[config.mk]
export PLATFORM = sky130hd
export DESIGN_NAME = ysyx_23060332_mem_arb
export DESIGN_NICKNAME = d
export VERILOG_FILES = /design/src/rtl/ysyx_23060332_mem_arb.sv
export SDC_FILE = /design/constraint.sdc
export NUM_CORES = 1
export LEC_CHECK = 0
export ABC_AREA = 1
export CAP_MARGIN = 10
export CORE_MARGIN = 3
export CORE_UTILIZATION = 50
export DETAILED_ROUTE_END_ITERATION = 8
export DONT_BUFFER_PORTS = 1
export GPL_TIMING_DRIVEN = 0
export PLACE_DENSITY = 0.76
export REMOVE_ABC_BUFFERS = 1
export SLEW_MARGIN = 0
export SYNTH_ARGS = -nofsm -noshare
export SYNTH_HDL_FRONTEND = slang
export SYNTH_SLANG_ARGS = --single-unit
[constraint.sdc]
create_clock -name clk -period 3.5 [get_ports clk]
set_input_delay 0.35 -clock clk [delete_from_list [all_inputs] [get_ports clk]]
set_output_delay 0.35 -clock clk [all_outputs]
set_load 0.01 [all_outputs]
[src/rtl/ysyx_23060332_mem_arb.sv]
// rtl/ysyx_23060332_mem_arb.sv - two-requester (IFU/LSU) arbiter onto one memory port
//
// Purpose: serialises instruction fetches and load/stores onto a single
// request/grant/response memory port, one transaction in flight at a time,
// with a response timeout.
//
// Parameter:
//   TIMEOUT_CYC  cycles to wait in RESP for mem_rvalid before giving up
//
// Ports:
//   clk, rst                      clock, synchronous active-high reset
//   ifu_req/addr -> ifu_ack/rdata instruction fetch (read only)
//   lsu_req/wen/addr/wdata/wmask -> lsu_ack/rdata   load/store
//   mem_req/wen/addr/wdata/wmask, mem_gnt            memory request side
//   mem_rvalid/rdata                                 memory response side
//   err                           high in an ack cycle that ended by timeout
//
// Build option:
//   YSYX_23060332_ARB_RR_EN  defined   -> round-robin on simultaneous requests
//                            undefined -> fixed priority, LSU wins
module ysyx_23060332_mem_arb #(
    parameter int TIMEOUT_CYC = 255
) (
    input  logic        clk,
    input  logic        rst,
    input  logic        ifu_req,
    input  logic [31:0] ifu_addr,
    output logic        ifu_ack,
    output logic [31:0] ifu_rdata,
    input  logic        lsu_req,
    input  logic        lsu_wen,
    input  logic [31:0] lsu_addr,
    input  logic [31:0] lsu_wdata,
    input  logic [7:0]  lsu_wmask,
    output logic        lsu_ack,
    output logic [31:0] lsu_rdata,
    output logic        mem_req,
    output logic        mem_wen,
    output logic [31:0] mem_addr,
    output logic [31:0] mem_wdata,
    output logic [7:0]  mem_wmask,
    input  logic        mem_gnt,
    input  logic        mem_rvalid,
    input  logic [31:0] mem_rdata,
    output logic        err
);

    typedef enum logic [1:0] {IDLE, REQ, RESP, DONE} state_t;

    localparam logic [31:0] TO_LIMIT = 32'(TIMEOUT_CYC);

    state_t      state, state_nxt;
    logic [31:0] cnt;
    logic        err_flag;
    logic        win_lsu;
    logic        lat_wen;
    logic [31:0] lat_addr;
    logic [31:0] lat_wdata;
    logic [7:0]  lat_wmask;
    logic [31:0] rdata_q;
    logic        pick_lsu;
    logic        timed_out;

`ifdef YSYX_23060332_ARB_RR_EN
    // 1 when the most recent grant went to the LSU; reset value 0 makes
    // the LSU win the first contended arbitration.
    logic        rr_last_lsu;

    always_comb begin
        pick_lsu = lsu_req && (!ifu_req || !rr_last_lsu);
    end
`else
    always_comb begin
        pick_lsu = lsu_req;
    end
`endif

    // An rvalid in the same cycle as the limit wins: completes normally.
    assign timed_out = !mem_rvalid && (cnt == TO_LIMIT);

    always_ff @(posedge clk) begin
        if (rst) begin
            state <= IDLE;
        end else begin
            state <= state_nxt;
        end
    end

    always_comb begin
        state_nxt = state;
        case (state)
            IDLE:    if (ifu_req || lsu_req) state_nxt = REQ;
            REQ:     if (mem_gnt) state_nxt = RESP;
            RESP:    if (mem_rvalid || timed_out) state_nxt = DONE;
            DONE:    state_nxt = IDLE;
            default: state_nxt = IDLE;
        endcase
    end

    always_ff @(posedge clk) begin
        if (rst) begin
            cnt       <= '0;
            err_flag  <= 1'b0;
            win_lsu   <= 1'b0;
            lat_wen   <= 1'b0;
            lat_addr  <= '0;
            lat_wdata <= '0;
            lat_wmask <= '0;
            rdata_q   <= '0;
`ifdef YSYX_23060332_ARB_RR_EN
            rr_last_lsu <= 1'b0;
`endif
        end else begin
            case (state)
                IDLE: begin
                    if (ifu_req || lsu_req) begin
                        win_lsu  <= pick_lsu;
                        err_flag <= 1'b0;
                        if (pick_lsu) begin
                            lat_wen   <= lsu_wen;
                            lat_addr  <= lsu_addr;
                            lat_wdata <= lsu_wdata;
                            lat_wmask <= lsu_wmask;
                        end else begin
                            lat_wen   <= 1'b0;
                            lat_addr  <= ifu_addr;
                            lat_wdata <= '0;
                            lat_wmask <= '0;
                        end
`ifdef YSYX_23060332_ARB_RR_EN
                        rr_last_lsu <= pick_lsu;
`endif
                    end
                end
                REQ: begin
                    if (mem_gnt) cnt <= '0;
                end
                RESP: begin
                    if (mem_rvalid) begin
                        rdata_q <= lat_wen ? 32'd0 : mem_rdata;
                    end else if (timed_out) begin
                        rdata_q  <= '0;
                        err_flag <= 1'b1;
                    end else begin
                        cnt <= cnt + 32'd1;
                    end
                end
                default: ;
            endcase
        end
    end

    // Payload is only presented while requesting so idle outputs read 0.
    always_comb begin
        mem_req   = (state == REQ);
        mem_wen   = mem_req ? lat_wen   : 1'b0;
        mem_addr  = mem_req ? lat_addr  : 32'd0;
        mem_wdata = mem_req ? lat_wdata : 32'd0;
        mem_wmask = mem_req ? lat_wmask : 8'd0;
        ifu_ack   = (state == DONE) && !win_lsu;
        lsu_ack   = (state == DONE) &&  win_lsu;
        ifu_rdata = ifu_ack ? rdata_q : 32'd0;
        lsu_rdata = lsu_ack ? rdata_q : 32'd0;
        err       = (state == DONE) && err_flag;
    end

endmodule

# Yosys cells after proc, flatten, opt, wreduce, memory -nomap -nowiden
# Index checks and enable logic that the tools add are counted.
# word_totals
input_bits	143
elab_cells	62
ff_bits	141
out_inout_bits	141
# op_classes
muxes	25
eq_ne	10
addsub	1
reduce_logical	17
# ops
operator	n
2-to-1 mux 32 bit	12
one-hot mux 32 bit (2 select lines)	1
adder 32 x 1 -> 32 bit (second input constant)	1
== test 32 x 8 -> 1 bit (second input constant)	1
2-to-1 mux 8 bit	2
!= test 2 bit (second input constant)	5
one-hot mux 2 bit (4 select lines)	1
AND reduction 4 bit	2
2-to-1 mux 2 bit	3
nonzero test 2 bit	3
2-to-1 mux 1 bit	5
== test 2 bit (second input constant)	2
logical AND 1 bit	4
AND reduction 2 bit	2
AND reduction 3 bit	1
== test 2 x 1 -> 1 bit (second input constant)	1
zero test 1 bit	2
zero test 2 bit	1
logical OR 1 bit	2
!= test 2 x 1 -> 1 bit (second input constant)	1
one-hot mux 1 bit (2 select lines)	1

# Logic depth before layout (Yosys ltp)
# logic_depth
depth_word	5
mapped_depth	13
depth_no_buf	12

# Worst setup path after synthesis
# Ideal clock, no wire load.
# synth_timing
kind	flip-flop to output port
start	register state[1]
end	output port mem_addr[0]
required_ns	3.150
t_arrival_ns	1.329
setup_slack_ns	1.821
path_buffers	2
stages_incl_launch_ff	7
cell_sequence	dfxtp_1 > inv_1 > ha_1 > clkbuf_1 > clkbuf_1 > nand2_1 > inv_1
# synth_between
elab_chain_cells	2
# synth_lines
item	line	rtl
start, declared	52	state_t state, state_nxt;
start signal, assigned	85	state <= state_nxt;
== test 2 x 1 -> 1 bit	155	mem_req = (state == REQ);
via mem_req	37	output logic mem_req,
2-to-1 mux 32 bit	157	mem_addr = mem_req ? lat_addr : 32'd0;
end, declared	39	output logic [31:0] mem_addr,
# The timed path passes the listed nets, and every way through them passes these cells.

# Worst setup path after layout
# layout_timing
start	register state[0]
end	register cnt[30]
# layout_between
elab_chain_cells	3
# layout_lines
item	line	rtl
== test 2 bit or == test 2 x 1 -> 1 bit (tied branches)	114	case (state)
!= test 2 bit (no source line) (tied with other cells)	-	
AND reduction 4 bit (no source line)	-	
end signal, assigned	145	cnt <= cnt + 32'd1;
end, declared	53	logic [31:0] cnt;
# Several ways; a longest one is shown, not always the timed one.
# A chain may end at the register's enable or synchronous reset.

==> flow_summary.yaml <==
detailed_routing:
  num_vias: 7481
  via_per_inst: 5.39
  totalWireLength_um: 21400
  wire_per_inst_um: 15.4
  final_antenna_net_count: 0
  drc: 0
  first_pass_iters: 5
  drtIter0Drc: 563
finish:
  multi_input_area_mm2: 0.00379
  seqCellArea_mm2: 0.00282
  area_delta_synth_final_pct: 8.45
  fillCellCount: 1484
  final_layout_size_suffix_gt1_share_pct: 4.16
  fin_area_mm2: 0.00816
  nets: 1339
worst_setup_path:
  r2r_cells: 8
  critPathMostFrequentCell: "nand2_1"
  path_buf_inv: 2
  crit_required_ns: 3.87
  crit_family: "simple AND/OR/NAND/NOR gates"
  r2r_start: "state[0]"
  critical_path_arrival_ns: 3.48
  critPathLaunchType: "flop"
  path_cells: "inv_1 -> ha_1 -> inv_2 -> a21oi_4 -> nand2_4 -> nor2_1 -> nand2_1 -> nand2_1"
  cpPeakStageDelay_ns: 0.70
  critPathSlowestCell: "ha_1"
  r2r_slack_ns: 0.39
  path_max_fanout: 25
  r2r-end: "cnt[30]"
  end_kind: "flop"
  path_class: "flop to flop"
clock_tree:
  clk_latency_ns: 0.43
  cts_buffers: 17
  htree_levels: 4
  clockBufferDepth: 2
  cts.sinks: 141
  cts_root_buf: "clkbuf_16"
  clkTransAtPathRegs_ns: 0.06
  ctsResizeCount: 0
  cts_setup_buffers: 0
  tritoncts: "built"
timing:
  finalHoldViolCount: 0
  fin_ws_ns: 0.386
  setup-violations-final: 0
  worstMarginPinSlew_ns: 0.993
  slew_headroom_pct: 33.7
  skew_ns: 0.00924
  drv_slew: 0
  rsz0062_at_grt: "no"
  maxClockFrequency_mhz: 321
  period_share_pct: 89.0
  min_period_ns: 3.11
power:
  max-vdd-ir-drop_mv: 0.369
  p_seq_share_pct: 36.7
  clkPwrFrac_pct: 32.7
  intPower_mw: 3.30
  netSwitchingPower_mw: 2.15
  swShare_pct: 39.5
  pwr-share-comb_pct: 30.6
  leakage_nw: 3.50
  powerDensity_mw_per_mm2: 669
min_path:
  hold_end: "rdata_q[27]"
  whs_path_depth: 1
  holdCritStartpoint: "rst"
  hold_path.class: "input pin to flop"
placement:
  place_area_mm2: 0.00751
  place_congestion: 0.932
  preCtsSetupSlack_ns: 0.202
  port_buffers: 0
  dp_hpwl_um: 14300
grt:
  grt_pass1_vias: 6492
  grt_max_degree: 107
  grt_pass1_wl_um: 32600
  grtUsageTotal_pct: 24.4
  antenna_found_initial: 1
  globalRouteOverflowTotal: 0
synth:
  synth_area_leaders: "dfxtp_1 (38%), nand2_1 (20%), inv_1 (8.1%)"
  avgSynthCellArea_um2: 6.09
  synth-edff-count: 0
  synth_seq_cells: 141
  post_synth_xor_area_fraction_pct: 1.16
  synthAdderAreaFrac_pct: 0.831
  synth_top_family_by_area: "simple AND/OR/NAND/NOR gates"
  synth_top_cell_by_area: "dfxtp_1"
  synthesis.instances: 1235
  synthMuxAreaShare_pct: 0
  async_reset_ff_share_pct: 0
  ys_types: 30
  netlist_top_cells_count: "nand2_1 (398), inv_1 (162), nor2_1 (152)"
  synth_compound_area_share_pct: 12.2
  yosysMostFrequentCell: "nand2_1"
  yosysWarnings: 0
  synth_top_area_share_pct: 37.5
  ys_seq_area_share_pct: 37.5
  syn_area_mm2: 0.00752
  synth-simple-area-share_pct: 35.7
  synth_ff_type: "dfxtp_1"
floorplan:
  initial_utilization_pct: 51.4
  die-area_mm2: 0.0166
  die_y_um: 129
  fp-row-count: 44
  core_mm2: 0.0146
  fp.dieW_um: 129
  io_pins: 284
outcome:
  outcome: "completed"
job:
  cap_violations: 0
-- cell usage in the layout (no fill, tap or decap), types with 2 or more instances in the layout --
master,Yosys,layout
clkbuf_16,0,17
a31oi_1,33,33
inv_6,0,6
nor3_1,7,7
dfxtp_1,141,141
nor2_1,152,151
ha_1,5,4
clkinv_2,1,2
nand2_1,398,397
nand4_1,3,3
a21oi_1,92,92
dlygate4sd3_1,0,6
inv_8,0,2
nand2_4,2,2
o21ai_0,35,35
nand2_2,3,4
inv_1,162,162
clkbuf_8,0,2
o21ai_1,6,6
o21bai_1,2,2
clkinvlp_4,0,2
nand3_1,100,100
a21oi_2,2,2
inv_2,3,2
xor2_1,9,9
-- final cells by class --
class	count	share of cell area (%)
Tap cell	184	2.82
Antenna cell	1	0.0307
Timing Repair Buffer	8	1.26
Sequential cell	141	34.6
Inverter	167	7.73
Clock inverter	12	1.53
Multi-Input combinational cell	856	46.5
Clock buffer	19	5.55
-- state kept, by name, summed over array words and instances, names as in the netlist --
name	flops
lat_wmask	8
lat_wdata	32
win_lsu	1
lat_addr	32
rdata_q	32
state	2
lat_wen	1
cnt	32
err_flag	1
-- worst max path at each step --
stage,depth (start not counted),end,slack [ns],from
finish,8,cnt[30],0.39,state[0]
global route,8,cnt[25],0.03,state[0]
CTS,8,cnt[30],0.18,state[0]
detailed placement,8,cnt[30],0.20,state[0]
global placement,8,cnt[30],-1.56,state[1]
floorplan,8,cnt[25],-0.04,state[1]
-- repair_timing --
action                     CTS  global route
hold buffers                 6             0
setup endpoints to repair    0             5
hold endpoints to repair     7             0
-- metal layers --
layer  global-route usage (%)  vias to the layer above  wire length (um)
li1                         -                     3739                 -
met1                     30.1                     3429              8640
met2                     40.9                      285             10500
met3                     7.43                       28              1810
met4                     7.97                        0               420
met5                        0                        -                 0
-- logic make-up (layout without fill, tap and decap cells) --
family          count (synthesis)  after routing
simple gates                  668            668
xor+xnor                       10             10
fa+ha+maj                       5              5
flops                         141            141
buf+inv                       239            206
other cells                     0              1
compound gates                172            173
-- power groups by stage --
stage               sequential [mW]  clock, mW  combinational (mW)
finish                         2.00       1.78                1.67
global route                   2.03       1.87                1.87
CTS                            2.00       1.81                1.64
detailed placement             2.03          0                1.63
global placement               2.02          0                1.57
floorplan                      2.00          0                1.19
-- through the flow --
step | total power, mW | util [%] | hold slack, ns | cells | TNS [ns]
after floorplan | 3.19 | - | 0.412 | 1163 | -0.215
after global placement | 3.59 | 50.8 | 0.431 | 1347 | -53.47
after detailed placement | 3.66 | 51.3 | 0.434 | 1349 | 0
after CTS | 5.45 | 55.6 | 0.00277 | 1386 | 0
after global routing | 5.78 | 55.7 | 0.00465 | 1388 | 0
final | 5.46 | 55.7 | 0.0326 | 1388 | 0
(Power assumes the default switching activity.)
